**src/rtl/bp_sat_table.sv**
```systemverilog
// ---------------------------------------------------------------------------
// bp_sat_table
//
// Direct-mapped branch predictor table of 2^IDX_W saturating counters
// (CNT_W bits each), indexed by word-aligned PC bits pc[IDX_W+1:2].
// A lookup returns a registered prediction one cycle later. Resolved
// branch outcomes are applied through a separate update port as a
// saturating read-modify-write. Running, saturating counts of applied
// updates and mispredictions are kept for performance analysis.
//
// Optional feature (compile-time macro BP_GSHARE_EN):
//   When defined, an IDX_W-bit global history register is XORed into both
//   the lookup and the update index (gshare). When undefined, the table is
//   indexed purely by PC.
//
// Parameters:
//   CNT_W  - counter width in bits (1..4)
//   IDX_W  - index width, table depth = 2^IDX_W
//   PC_W   - PC width, must be >= IDX_W+2
//   STAT_W - width of the statistics counters
//
// Ports:
//   clk            in   clock, rising edge
//   reset          in   asynchronous, active-high; clears table, outputs, stats
//   pred_valid     in   lookup request this cycle
//   pred_pc        in   PC being looked up
//   pred_out_valid out  one-cycle pulse after an accepted lookup
//   pred_taken     out  registered prediction (counter MSB)
//   pred_cnt       out  registered raw counter value
//   upd_valid      in   resolved branch outcome this cycle
//   upd_pc         in   PC of the resolved branch
//   upd_taken      in   actual outcome, 1 = taken
//   upd_count      out  number of applied updates, saturating
//   mispred_count  out  number of mispredicted updates, saturating
// ---------------------------------------------------------------------------
module bp_sat_table #(
  parameter int CNT_W  = 2,
  parameter int IDX_W  = 6,
  parameter int PC_W   = 32,
  parameter int STAT_W = 16
) (
  input  logic              clk,
  input  logic              reset,
  input  logic              pred_valid,
  input  logic [PC_W-1:0]   pred_pc,
  output logic              pred_out_valid,
  output logic              pred_taken,
  output logic [CNT_W-1:0]  pred_cnt,
  input  logic              upd_valid,
  input  logic [PC_W-1:0]   upd_pc,
  input  logic              upd_taken,
  output logic [STAT_W-1:0] upd_count,
  output logic [STAT_W-1:0] mispred_count
);

  localparam int DEPTH = 1 << IDX_W;
  localparam logic [CNT_W-1:0]  CNT_MAX  = '1;
  localparam logic [CNT_W-1:0]  CNT_WNT  = CNT_W'((1 << (CNT_W - 1)) - 1);
  localparam logic [STAT_W-1:0] STAT_MAX = '1;

  // Saturating one-step walk of a counter toward taken or not-taken.
  function automatic logic [CNT_W-1:0] cnt_step(input logic [CNT_W-1:0] c,
                                                input logic taken);
    if (taken) return (c == CNT_MAX) ? c : c + 1'b1;
    else       return (c == '0)      ? c : c - 1'b1;
  endfunction

  // Saturating increment for the statistics counters.
  function automatic logic [STAT_W-1:0] stat_inc(input logic [STAT_W-1:0] v);
    return (v == STAT_MAX) ? v : v + 1'b1;
  endfunction

  logic [CNT_W-1:0] table_q [DEPTH];

  logic [IDX_W-1:0] pred_idx_p0;
  logic [IDX_W-1:0] upd_idx_p0;
  logic [CNT_W-1:0] upd_old_p0;
  logic [CNT_W-1:0] upd_new_p0;
  logic             mispred_p0;
  logic [CNT_W-1:0] pred_cnt_p0;

  logic             vld_p1;
  logic [CNT_W-1:0] cnt_p1;
  logic [STAT_W-1:0] upd_count_p1;
  logic [STAT_W-1:0] mispred_count_p1;

  // Only pc[IDX_W+1:2] feed the index; the remaining PC bits are don't-care.
  logic unused_pc_bits;
  assign unused_pc_bits = ^{pred_pc, upd_pc};

`ifdef BP_GSHARE_EN
  logic [IDX_W-1:0] ghr;
  logic [IDX_W:0]   ghr_shift;

  assign pred_idx_p0 = pred_pc[IDX_W+1:2] ^ ghr;
  assign upd_idx_p0  = upd_pc[IDX_W+1:2] ^ ghr;
  // Shift the resolved outcome in at the LSB; the old MSB falls off.
  assign ghr_shift   = {ghr, upd_taken};

  always_ff @(posedge clk or posedge reset) begin
    if (reset) begin
      ghr <= '0;
    end else if (upd_valid) begin
      ghr <= ghr_shift[IDX_W-1:0];
    end
  end
`else
  assign pred_idx_p0 = pred_pc[IDX_W+1:2];
  assign upd_idx_p0  = upd_pc[IDX_W+1:2];
`endif

  // ---- stage p0: table read, update compute, same-index forwarding ----
  assign upd_old_p0  = table_q[upd_idx_p0];
  assign upd_new_p0  = cnt_step(upd_old_p0, upd_taken);
  assign mispred_p0  = upd_old_p0[CNT_W-1] != upd_taken;
  // A lookup colliding with this edge's update sees the post-update value.
  assign pred_cnt_p0 = (upd_valid && (upd_idx_p0 == pred_idx_p0)) ?
                       upd_new_p0 : table_q[pred_idx_p0];

  always_ff @(posedge clk or posedge reset) begin
    if (reset) begin
      for (int i = 0; i < DEPTH; i++) begin
        table_q[i] <= CNT_WNT;
      end
    end else if (upd_valid) begin
      table_q[upd_idx_p0] <= upd_new_p0;
    end
  end

  // ---- stage p1: registered prediction and statistics ----
  always_ff @(posedge clk or posedge reset) begin
    if (reset) begin
      vld_p1 <= 1'b0;
      cnt_p1 <= '0;
    end else begin
      vld_p1 <= pred_valid;
      if (pred_valid) begin
        cnt_p1 <= pred_cnt_p0;
      end
    end
  end

  always_ff @(posedge clk or posedge reset) begin
    if (reset) begin
      upd_count_p1     <= '0;
      mispred_count_p1 <= '0;
    end else if (upd_valid) begin
      upd_count_p1 <= stat_inc(upd_count_p1);
      if (mispred_p0) begin
        mispred_count_p1 <= stat_inc(mispred_count_p1);
      end
    end
  end

  assign pred_out_valid = vld_p1;
  assign pred_cnt       = cnt_p1;
  assign pred_taken     = cnt_p1[CNT_W-1];
  assign upd_count      = upd_count_p1;
  assign mispred_count  = mispred_count_p1;

endmodule

```
**config.mk**
```make
export PLATFORM = sky130hd
export DESIGN_NAME = bp_sat_table
export DESIGN_NICKNAME = d
export VERILOG_FILES = /design/src/rtl/bp_sat_table.sv
export SDC_FILE = /design/constraint.sdc
export NUM_CORES = 1
export LEC_CHECK = 0
export CORE_MARGIN = 2
export CORE_UTILIZATION = 50
export DETAILED_ROUTE_END_ITERATION = 6
export GPL_ROUTABILITY_DRIVEN = 0
export PLACE_DENSITY = 0.72
export SLEW_MARGIN = 0
export SYNTH_ARGS = -nofsm -noshare
export SYNTH_HDL_FRONTEND = slang
export SYNTH_SLANG_ARGS = --single-unit
```
**constraint.sdc**
```tcl
create_clock -name clk -period 8.6 [get_ports clk]
set_input_delay 0.86 -clock clk [delete_from_list [all_inputs] [get_ports clk]]
set_output_delay 0.86 -clock clk [all_outputs]
set_load 0.1 [all_outputs]
```
After elaboration in Yosys (flattened, before gate mapping). Index checks and enable logic that the tools add are counted.

Add/subtract/negate cells: 4. Magnitude comparators: 3. Equality and inequality tests: 5. Muxes and demuxes: 13. Bitwise operators: 4. Reductions and logical operators: 5.

Operator list (number): 128-bit bitwise mux (1); 16-bit by 1-bit adder with 16-bit output, second input constant (2); 16-bit == test, second input constant (2); 2-bit binary-select mux with 6-bit select (2); 2-bit 2-to-1 mux (9); 7-bit >= comparator, second input constant (2); 6-bit NOT with 7-bit output (2); 2-bit demux with 6-bit select (1); 7-bit by 1-bit less-than comparator with 1-bit output, second input constant (1); 6-bit == test (1); 3-bit AND reduction (1); 2-bit by 1-bit adder with 2-bit output, second input constant (1); 2-bit == test, second input constant (1); 1-bit logical AND (2); 2-bit zero test (1); 1-bit NOT (2); 2-bit AND reduction (1); 2-bit by 1-bit subtractor with 2-bit output, second input constant (1); 1-bit != test (1).

Register bits: 163. Input port bits: 69. Output and inout port bits: 36. Word-level logic and storage cells: 102.

Logic depth before layout (Yosys ltp).
Word-level depth: 8. Mapped depth: 13. Gate-level depth less buffers: 8.

Worst setup path after synthesis. OpenSTA, ideal clock, no wires.

Path kind: input -> register. Start point: input port pred_pc[2]. End point: register cnt_p1[1], in the netlist pred_cnt[1]. Library setup time: 0.120 ns. Arrival: 3.223 ns. Required time: 8.480 ns. Setup slack: 5.257 ns. Stages: 9. Buffers on the path: 2. Cells stage by stage: clkbuf_1 > buf_1 > mux4_2 > mux4_2 > nand2_1 > o211ai_1 > nand4b_1 > o21ai_0 > a31o_2.

Cells in the longest elaborated chain, start to end: 5. Elaborated cells between the ends (all ways): 7. Classes of those cells: eq/ne (1); mux (4); bitwise (1); reduce/logical (1).

RTL lines: start: declaration (line 45) `input logic [PC_W-1:0] pred_pc,`; 6-bit NOT with 7-bit output (not written as such) (line 118) `upd_new_p0 : table_q[pred_idx_p0];`; 2-bit binary-select mux with 6-bit select (line 118); 2-bit 2-to-1 mux (not written as such) (2 in a row) (line 118); 2-bit 2-to-1 mux * (line 117) `assign pred_cnt_p0 = (upd_valid && (upd_idx_p0 == pred_idx_p0)) ?`; end signal: assignment (line 138) `cnt_p1 <= pred_cnt_p0;`; end: declaration (line 83) `logic [CNT_W-1:0] cnt_p1;`.

Every way passes the cells marked *; elsewhere a longest branch is shown, timed or not. The select of a mux whose other input is x is not followed. A chain may end at the register's enable or synchronous reset.

Worst setup path after layout.
Start point: input port upd_pc[3]. End point: register table_q[109] in the netlist's numbering.

Cells in the longest elaborated chain, start to end: 8. Elaborated cells between the ends (all ways): 17. Classes of those cells: add/sub (2); order compare (2); eq/ne (1); mux (9); bitwise (1); reduce/logical (2).

RTL lines: start: declaration (line 50) `input logic [PC_W-1:0] upd_pc,`; 6-bit NOT with 7-bit output (not written as such) * (line 113, 126); 2-bit binary-select mux with 6-bit select (line 113) `assign upd_old_p0 = table_q[upd_idx_p0];`; 2-bit 2-to-1 mux (not written as such) (2 in a row) (line 113); 2-bit by 1-bit subtractor with 2-bit output (tied with other cells) (line 65) `else return (c == '0) ? c : c - 1'b1;`; 2-bit 2-to-1 mux (on tied branches) (line 65, 64); 2-bit 2-to-1 mux (line 64) `if (taken) return (c == CNT_MAX) ? c : c + 1'b1;`; 128-bit bitwise mux * (line 126) `table_q[upd_idx_p0] <= upd_new_p0;`; end signal: indexed assignment (line 126); end: declaration (line 73) `logic [CNT_W-1:0] table_q [DEPTH];`.

Marks and branches as above.

==> qor.txt <==
Status = finished clean
Row cnt = 49
Number of distinct library cells after synthesis = 62
Via density = 6.48
Largest cells by area after synthesis = dfrtp_1, dfstp_2, mux2_2, mux4_2, nand2_1
Die X = 139 um
Clock tree buffer depth = 2
Clock slew at reported path FFs = 0.07 ns
Setup crit start kind = input port
DRT Wirelength = 23.6 mm
Layout cells sized above 1 = 40.6%
Reg2reg start = table_q[115]
Ant. Diodes = 0
Design area = 10,300 um^2
Multi-input gate area = 4650 um^2
Synthesized area = 9140 um^2
Hold path depth = 1
Post-synth top area cell = dfrtp_1
Residual DRC = 0
RR Endpoint = table_q[19]
Antenna violations before repair = 0
Tmin final = 5.03 ns
Root buffer cell = clkbuf_16
Detailed Route Iter0 Violations = 791
Initial Utilization = 50.9%
Crit path capture type = register
Worst path slowest cell = nor2b_1
Wire per inst = 23.7 um
Setup TNS = 0 ns
Register area share after synthesis = 45.5%
Post-synth top area share = 27.1%
Critical path endpoint = table_q[109]
Post-Syn Area per Cell = 12.5 um^2
Synth warn = 0
FMAX = 0.199 GHz
Total iterations of the first detailed-routing run = 5
PD cells = 236 nW/um^2
Largest net degree at the start of global routing = 99
H-tree depth = 4
Total number of vias = 6,467
Worst path max stage delay = 1.18 ns
Dpl cell area = 9690 um^2
Post-synth ARST share = 100%
Top-count cell post-synth = mux2_2
Synthesized flop and latch total = 163
Area delta synth->final = 12.8%
Gr ovfl total = 0
Register area = 4160 um^2
Worst hold path class = register to register
Nets@finish = 827
Final ANT Viol Nets = 0
Syn Nets = 799
Tcrit/Tclk final = 58.5%
Post-Synthesis Cells = 728
CP Class = input port to register
Synth cell count leaders = mux2_2, dfrtp_1, dfstp_2, nand2_1, mux4_2
Die area = 19,400 um^2
Worst IR Drop VDD = 0.000150 V
CTS tree = yes
Worst slew pin tran = 1.29 ns
Hold Fails Final Rpt = 0
Fill cell count = 1,444
FF-to-FF path depth = 7
Core box area = 18,000 um^2
IO Pins = 105
Die Ht = 139 um
Slew Viols, Final = 0
Vias in the first global route = 6,688
Worst reg2reg setup slack = 5.22 ns
Setup Buffers After CTS = 0
Unrepaired setup endpoints after global routing = false
CTS Buf Count = 17
Critical path data arrival time = 5.40 ns
Post-CTS Hold Fix Bufs = 0
P_leak = 4.27 nW
Post-synth top flop = dfrtp_1
EDFF count, synth = 0
Clk_skew = 0.0114 ns
Clock Sinks = 163
# port buffers = 52
GR Util All Layers = 24.7%
Post-CTS sizing = 0
Max Cap Viol = 0
Max-slew headroom = 14.0%
Crit Path Max Fanout = 65
Critical path startpoint = upd_pc[3]
Final core occ = 57.4%
Setup Viol. Count Final = 0
Detailed placement HPWL = 15.3 mm
Worst skew pair latency = 0.44 ns
Crit-path cells = clkdlybuf4s50_1, nor2b_1, a221oi_1, o22ai_1, a22oi_1, and4b_1, inv_1, maj3_2, mux2_2
First-pass GRT wire length = 37.1 mm
Worst Path Required = 8.97 ns
## per-stage QoR
step / cells / total power (W) / hold WS [ns] / worst slack [ns]
finish: 998 / 0.00244 / 0.498 / 3.57
CTS: 998 / 0.00244 / 0.498 / 3.84
global placement: 966 / 0.00163 / 0.473 / 3.43
detailed placement: 966 / 0.00166 / 0.484 / 3.40
global route: 998 / 0.00252 / 0.510 / 3.49
floorplan: 728 / 0.00150 / 0.489 / 3.44
## critical path: cells and delay by family
family	cells	cell delay [ns]
AOI/OAI and AO/OA	3	0.67
and+or+nand+nor	2	1.44
muxes	1	0.34
adders and majority gates	1	1.07
buffers and inverters	2	0.98
## layer usage
metal / routed length [um] / global-route usage [%] / up-vias / part of all wire (%)
met5: 0 / 0 / - / 0
met2: 11400 / 39.1 / 295 / 48
li1: - / - / 2775 / -
met4: 722 / 10.6 / 0 / 3.1
met3: 1900 / 6.98 / 64 / 8.1
met1: 9560 / 32.2 / 3333 / 41
## sequential cells by signal (all words and copies together), names as in the netlist
name	flops
mispred_count	16
pred_cnt	2
pred_out_valid	1
table_q	128
upd_count	16
## worst min-delay path by stage
stage | slack (ns) | from | to
3_5_place_dp | 0.48 | upd_count[7] | upd_count[7]
4_1_cts | 0.50 | upd_count[7] | upd_count[7]
6_report | 0.50 | upd_count[9] | upd_count[9]
2_1_floorplan | 0.49 | table_q[15] | table_q[15]
3_3_place_gp | 0.47 | mispred_count[9] | mispred_count[9]
5_1_grt | 0.51 | mispred_count[9] | mispred_count[9]
## placed cells by master, fill, tap and decap left out, types with 3 or more instances in the layout
master,instances
a211oi_1,3
a21oi_1,8
a221oi_1,11
a22oi_1,12
and3_1,9
buf_2,3
buf_4,7
clkbuf_16,17
clkbuf_8,3
clkdlybuf4s50_1,49
clkinvlp_4,4
dfrtp_1,99
dfstp_2,64
inv_1,7
inv_6,4
mux2_2,143
mux2i_1,14
mux4_2,47
nand2_1,64
nand3_1,20
nand4_1,6
nor2_1,46
nor2b_1,7
nor3_1,5
nor3_2,4
nor3b_1,3
nor4_1,11
o211ai_1,3
o21ai_0,5
o22ai_1,7
or2_2,3
xnor2_1,13
xor2_1,23
## power breakdown
group / switching [W] / internal [W] / leakage [nW] / total, W
Combinational: 0.000420 / 0.000225 / 1.98 / 0.000646
Clock: 0.000329 / 0.000456 / 0.288 / 0.000786
Sequential: 0.0000984 / 0.000906 / 2.00 / 0.00100
Total: 0.000848 / 0.00159 / 4.27 / 0.00244
## layout make-up
cell class	instances	share of cell area [%]
sequential	163	40.4
clock inverter	12	1.41
tap	229	2.78
clock buffer	20	4.53
timing repair buffer	59	5.42
multi-input combinational	506	45.1
inverter	9	0.376
## cell families after synthesis
family                     Yosys count  synth area share, %
adders and majority gates            4                0.520
AOI/OAI and AO/OA                   67                 5.53
xor gates and xnor gates            37                 3.63
muxes                              204                 30.7
and+or+nand+nor                    194                 10.2
buffers and inverters               59                 3.81
DFF                                163                 45.5
Note: power is estimated with default switching activity, not from simulation.
